File: src/rtl/instr_fetch_unit.sv
// instr_fetch_unit -- fetch stage in front of the CPU datapath.
//
// Owns the program counter, issues word reads to a synchronous block RAM
// (1-cycle read latency), captures the returned word into the instruction
// register and presents it to the datapath over a valid/ready handshake.
// Branch/jump redirects reload the PC and discard any fetch in flight.
//
// Optional feature: define FETCH_LINK_STACK_EN to build a LINK_DEPTH-entry
// circular return-link stack; otherwise link_top=0 and link_empty=1.
//
// Ports:
//   clock          rising-edge system clock
//   reset          asynchronous active-low reset
//   run            fetch enable
//   ram_read_en    read strobe to block RAM
//   ram_read_addr  read address (current PC)
//   ram_q          RAM data, valid the cycle after ram_read_en
//   instr          instruction register
//   instr_pc       address instr was fetched from
//   instr_valid    instr holds an unconsumed instruction
//   instr_ready    datapath accepts instr this cycle
//   redirect       load redirect_addr into PC and flush
//   redirect_addr  redirect target
//   link_push      push instr_pc+1 on a handshake cycle (link stack)
//   link_pop       pop link stack
//   link_top       top of link stack, 0 when empty
//   link_empty     link stack empty
module instr_fetch_unit #(
   parameter int unsigned            ADDR_WIDTH = 16,
   parameter logic [ADDR_WIDTH-1:0]  RESET_PC   = 16'h0000,
   parameter int unsigned            LINK_DEPTH = 4
) (
   input  logic                  clock,
   input  logic                  reset,
   input  logic                  run,
   output logic                  ram_read_en,
   output logic [ADDR_WIDTH-1:0] ram_read_addr,
   input  logic [15:0]           ram_q,
   output logic [15:0]           instr,
   output logic [ADDR_WIDTH-1:0] instr_pc,
   output logic                  instr_valid,
   input  logic                  instr_ready,
   input  logic                  redirect,
   input  logic [ADDR_WIDTH-1:0] redirect_addr,
   input  logic                  link_push,
   input  logic                  link_pop,
   output logic [ADDR_WIDTH-1:0] link_top,
   output logic                  link_empty
);

   typedef enum logic [1:0] {IDLE, ISSUE, CAPTURE, HOLD} state_t;

   state_t                state;
   state_t                next_state;
   logic [ADDR_WIDTH-1:0] pc;
   logic                  handshake;
   logic                  do_capture;

   assign handshake     = instr_valid & instr_ready;
   assign ram_read_addr = pc;

   always_ff @(posedge clock or negedge reset) begin
      if (!reset) begin
         state <= IDLE;
      end else begin
         state <= next_state;
      end
   end

   // A redirect never leads to CAPTURE, so any read issued in this or the
   // previous cycle is dropped simply by suppressing the capture here and
   // steering the next state away from CAPTURE.
   always_comb begin
      next_state  = state;
      ram_read_en = 1'b0;
      do_capture  = 1'b0;
      unique case (state)
         IDLE: begin
            if (run) next_state = ISSUE;
         end
         ISSUE: begin
            ram_read_en = 1'b1;
            next_state  = CAPTURE;
         end
         CAPTURE: begin
            do_capture = 1'b1;
            next_state = HOLD;
         end
         HOLD: begin
            if (handshake) begin
               if (run) begin
                  ram_read_en = 1'b1;
                  next_state  = CAPTURE;
               end else begin
                  next_state = IDLE;
               end
            end
         end
         default: next_state = IDLE;
      endcase
      if (redirect) begin
         do_capture = 1'b0;
         next_state = run ? ISSUE : IDLE;
      end
   end

   always_ff @(posedge clock or negedge reset) begin
      if (!reset) begin
         pc          <= RESET_PC;
         instr       <= '0;
         instr_pc    <= '0;
         instr_valid <= 1'b0;
      end else if (redirect) begin
         pc          <= redirect_addr;
         instr_valid <= 1'b0;
      end else if (do_capture) begin
         instr       <= ram_q;
         instr_pc    <= pc;
         instr_valid <= 1'b1;
         pc          <= pc + 1'b1;
      end else if (handshake) begin
         instr_valid <= 1'b0;
      end
   end

`ifdef FETCH_LINK_STACK_EN
   localparam int unsigned PTR_W = (LINK_DEPTH > 1) ? $clog2(LINK_DEPTH) : 1;
   localparam int unsigned CNT_W = $clog2(LINK_DEPTH + 1);

   logic [ADDR_WIDTH-1:0] link_mem [LINK_DEPTH];
   logic [PTR_W-1:0]      link_ptr;
   logic [CNT_W-1:0]      link_cnt;
   logic [PTR_W-1:0]      ptr_inc;
   logic [PTR_W-1:0]      ptr_dec;
   logic                  do_push;
   logic                  do_pop;

   assign do_push = link_push & handshake;
   assign do_pop  = link_pop & (link_cnt != '0);
   assign ptr_inc = (link_ptr == PTR_W'(LINK_DEPTH - 1)) ? '0 : link_ptr + 1'b1;
   assign ptr_dec = (link_ptr == '0) ? PTR_W'(LINK_DEPTH - 1) : link_ptr - 1'b1;

   // link_ptr addresses the top entry; a push into a full stack lands on
   // the slot after the top, which is the oldest entry, so it is dropped.
   always_ff @(posedge clock or negedge reset) begin
      if (!reset) begin
         link_ptr <= '0;
         link_cnt <= '0;
         for (int unsigned i = 0; i < LINK_DEPTH; i++) link_mem[i] <= '0;
      end else if (do_push && do_pop) begin
         link_mem[link_ptr] <= instr_pc + 1'b1;
      end else if (do_push) begin
         link_mem[ptr_inc] <= instr_pc + 1'b1;
         link_ptr          <= ptr_inc;
         if (link_cnt != CNT_W'(LINK_DEPTH)) link_cnt <= link_cnt + 1'b1;
      end else if (do_pop) begin
         link_ptr <= ptr_dec;
         link_cnt <= link_cnt - 1'b1;
      end
   end

   assign link_empty = (link_cnt == '0);
   assign link_top   = link_empty ? '0 : link_mem[link_ptr];
`else
   localparam int unsigned UNUSED_LINK_DEPTH = LINK_DEPTH;
   logic unused_link;

   assign unused_link = link_push ^ link_pop;
   assign link_top    = '0;
   assign link_empty  = 1'b1;
`endif

endmodule

File: config.mk
export PLATFORM = sky130hd
export DESIGN_NAME = instr_fetch_unit
export DESIGN_NICKNAME = d
export VERILOG_FILES = /design/src/rtl/instr_fetch_unit.sv
export SDC_FILE = /design/constraint.sdc
export NUM_CORES = 1
export LEC_CHECK = 0
export CORE_MARGIN = 3
export CORE_UTILIZATION = 38
export CTS_CLUSTER_DIAMETER = 60
export DETAILED_ROUTE_END_ITERATION = 16
export PLACE_DENSITY = 0.73
export SLEW_MARGIN = 20
export SYNTH_ARGS = -nofsm -noshare
export SYNTH_HDL_FRONTEND = slang
export SYNTH_SLANG_ARGS = --single-unit
File: constraint.sdc
create_clock -name clock -period 1.5 [get_ports clock]
set_input_delay 0.3 -clock clock [delete_from_list [all_inputs] [get_ports clock]]
set_output_delay 0.3 -clock clock [all_outputs]
set_load 0.01 [all_outputs]
==> impl.org <==
** Timing
- For this run, the top clock speed supported by timing is 0.679 GHz.
- Setup violations remaining at the end of the flow were counted as 0.
- The final number of max-transition violations is 0.
- Final Hold Violating Endpoints :: 0
- Setup repair after global routing could not meet its margin everywhere.
- Counting I/O delays and the setup requirement, the final critical path takes 1.47 ns.
- Setup total negative slack on the finished layout was measured at 0 ns.
- Hold is met by 0.492 ns.
- Dividing the final minimum period by the clock period gives 98.2%.
- Clock tree skew after final layout :: 0.00442 ns

** Global route
- Via count of the first global-routing pass :: 1942
- Tot GR Track Use :: 15.8%
- Wire length of the first global-routing pass :: 9.39 mm
- Entering global routing, the biggest net connects 52 pins.
- Global-route congestion overflow total :: 0
- The number of antenna violations at the first check in global routing was 0.

** Worst setup path
- Type of the setup path with the least slack :: reg -> reg
- Capturing point of the worst reg2reg path :: ram_read_addr[10]
- Setup slack on the worst reg-to-reg path comes out at 0.03 ns.
- Largest driver fanout on the critical path :: 3
- R2R Path Start :: ram_read_addr[1]
- At the worst endpoint, the arrival time is 1.66 ns.
- STA classifies the critical path endpoint as a register.
- Crit path from :: ram_read_addr[1]
- Endpoint required time on the critical path :: 1.68 ns
- Counting cells, the worst reg-to-reg path comes to 7.
- STA classifies the critical path startpoint as a register.

** Floorplanning
- The floorplan step defined a core boundary enclosing 6060 µm².
- During I/O placement, the number of pins put on the boundary was 106.
- The floorplan has 28 rows.
- Vertical die dimension :: 85.8 µm
- Floorplan die area :: 7370 µm²
- Starting density of the core :: 40.0%
- Die X-Extent :: 85.8 µm

** Final layout
- Share of the core filled with cells in the final layout :: 62.5%
- Number of antenna diodes :: 0
- The filler cells instantiated in the layout total 521.
- Final instance count without filler cells :: 409
- Leading cell type in the layout, fill and taps excluded :: sky130_fd_sc_hd__dfrtp_1
- Compared with the post-synthesis result, the final layout area differs by 56.3%.
- Commonest non-fill, non-tap cells in the layout :: sky130_fd_sc_hd__dfrtp_1 (49), sky130_fd_sc_hd__buf_4 (36), sky130_fd_sc_hd__clkdlybuf4s50_1 (35), sky130_fd_sc_hd__dlygate4sd2_1 (35), sky130_fd_sc_hd__mux2_2 (33)
- Fraction of final layout cells with drive strength greater than 1 :: 29.6%
- In the final design database the tool counted 373 nets.

** Pwr
- In this run the static leakage power is 1.84 nW.
- Worst IR drop on VDD :: 0.000804 V
- Power comes to 0.00407 W.
- Power spread over the standard cell area amounts to 1070 nW/µm².

** Clocking
- Counting along the longest clock path gives a buffer depth of 2.
- CTS clk-pin slew, worst paths :: 0.09 ns
- The H-tree was split into 2 levels.
- Counting the buffers created by CTS gives 5.
- CTS tree :: built
- The root buffer cell chosen for the clock tree is sky130_fd_sc_hd__clkbuf_8.
- Later-pin clock latency in the skew report :: 0.30 ns
- The tree built by TritonCTS fans out to 51 sinks.

** Yosys
- Ys async rst share :: 100%
- Count of mapped cells out of synthesis :: 205
- Basic-gate share of the synthesized area counting and, or, nand and nor cells :: 13.3%
- Yosys printed 0 warnings.
- Synthesis instantiated 31 different standard cells from the library.
- For this run, the leading register cell type out of synthesis is sky130_fd_sc_hd__dfrtp_1.
- EDFF count, synth :: 0
- After synthesis the netlist holds a flip-flop and latch count of 51.
- Netlist Area Pre-Place :: 2420 µm²
- Main combinational cell family by area after synthesis :: multiplexers
- The synthesized netlist devotes 4.70% of its cell area to XOR and XNOR gates.
- Summing the sequential cell areas from Yosys gives 52.7% of the chip area.
- Summing the areas of all compound-gate instances in the mapped netlist gives 3.98% of the synthesized area.
- After synthesis, the share of cell area in mux cells is 16.6%.
- Dividing the synthesized area by the synthesized cell count gives 11.8 µm².
- The synthesized netlist devotes 0.517% of its cell area to adder and majority cells.

** Drt
- Number of DRC violations after detailed-routing iteration 0 :: 48
- DRC violations left :: 0
- The first detailed-routing pass ran for 4 iterations.
- The routed layout has 1928 vias.
- After detailed routing, the average wire length per cell comes to 14.2 µm.
- Routed via count divided by cell count :: 4.71
- In this run the remaining antenna-violating nets after routing total 0.
- Final Routed Wirelength :: 5.81 mm

** Run status
- The flow ran to the end, and the final reports show no timing, DRC or antenna violations.

** Run
- Number of violations of the max-capacitance limit :: 0

** Hold path
- Path class of the lowest-slack min-delay path :: reg -> reg
- Source of the worst hold timing path :: instr_pc[11]
- Worst Hold End :: instr_pc[11]
- Counting instances, the worst hold path has a depth of 1.

** Placed design
- Count of input and output buffers :: 86
- Routability congestion estimate :: 0.736
- Detailed-placement wirelength estimate :: 4.15 mm
- Number of instances in the placed design :: 380
[what timing repair did]
item / 4_1_cts / 5_1_grt
hold buffers: 1 / 0
cloned: 0 / 0
gates resized for setup: 43 / 25
pin swaps: 2 / 6
setup endpoints to repair: 40 / 44
hold endpoints to repair: 51 / 0
setup buffers: 15 / 5
[cells in the mapped netlist, types with 2 or more instances]
cell type                   n  area share (%)
sky130_fd_sc_hd__mux2i_1    2            0.83
sky130_fd_sc_hd__nand3_1   10             2.1
sky130_fd_sc_hd__dfrtp_1   51              53
sky130_fd_sc_hd__nor3_1     3            0.62
sky130_fd_sc_hd__nand2_1   19             2.9
sky130_fd_sc_hd__buf_4     21             6.5
sky130_fd_sc_hd__mux2_2    33              15
sky130_fd_sc_hd__xnor2_1   10             3.6
sky130_fd_sc_hd__inv_1      5            0.77
sky130_fd_sc_hd__o21ai_0    9             1.9
sky130_fd_sc_hd__o21ai_1    5             1.0
sky130_fd_sc_hd__nand2b_1   2            0.52
sky130_fd_sc_hd__conb_1     2            0.31
sky130_fd_sc_hd__clkbuf_1   4            0.62
sky130_fd_sc_hd__nor4_2     4             2.1
sky130_fd_sc_hd__nor2_1     7             1.1
sky130_fd_sc_hd__a21oi_1    2            0.41
sky130_fd_sc_hd__xor2_1     3             1.1
[registers in the layout (all words and copies together), names as in the netlist]
signal         cells
instr_valid        1
instr_pc          16
ram_read_addr     16
state              2
instr             16
[critical path, cell delays in order, from the launching register on]
cell	delay, ns
sky130_fd_sc_hd__dfrtp_1	0.38
sky130_fd_sc_hd__buf_6	0.12
sky130_fd_sc_hd__ha_4	0.14
sky130_fd_sc_hd__nand4b_4	0.12
sky130_fd_sc_hd__buf_6	0.16
sky130_fd_sc_hd__nor4_4	0.21
sky130_fd_sc_hd__xnor2_1	0.15
sky130_fd_sc_hd__o21ai_1	0.08
[final cells by class]
cell class	instances	area [µm²]	share of cell area, %
clock buffer	6	72.6	1.92
clock inverter	2	12.5	0.330
inverter	5	18.8	0.496
multi-input combinational	139	1070	28.4
sequential	51	1280	33.8
tap	75	93.8	2.48
timing repair buffer	131	1240	32.7
[power breakdown]
group | switching [W] | internal (W)
logic | 0.000605 | 0.000837
clock network | 0.000434 | 0.000327
registers | 0.000164 | 0.00170
total | 0.00120 | 0.00286
[cell families after synthesis]
| kind of cell | Yosys count |
|---|---|
| AND/OR/NAND/NOR | 54 |
| flip-flops | 51 |
| multiplexers | 36 |
| buffers and inverters | 30 |
| AO/OA/AOI/OAI | 18 |
| XOR/XNOR | 13 |
| other | 2 |
| adder cells (fa/ha/maj) | 1 |
[layer usage]
layer,up-vias,part of all wire [%],track usage [%]
li1,925,-,-
met1,937,41,20.5
met2,61,53,27.3
met3,5,5.3,3.84
met4,0,0.88,3.02
met5,-,0,0
[stage by stage]
stage                     worst slack, ns  area [µm²]
after floorplan                    0.0386        2480
after global placement             -0.330        3480
after detailed placement           -0.358        3480
after CTS                        0.000917        3660
after global routing               -0.109        3790
final                              0.0269        3790
[how the worst max path moves through the flow]
stage	endpoint	depth (start not counted)
floorplan	instr_pc[10]	4
global placement	ram_read_en	4
detailed placement	ram_read_en	4
CTS	instr[3]	1
global route	ram_read_addr[10]	7
finish	ram_read_addr[10]	7
(Power assumes the default switching activity.)
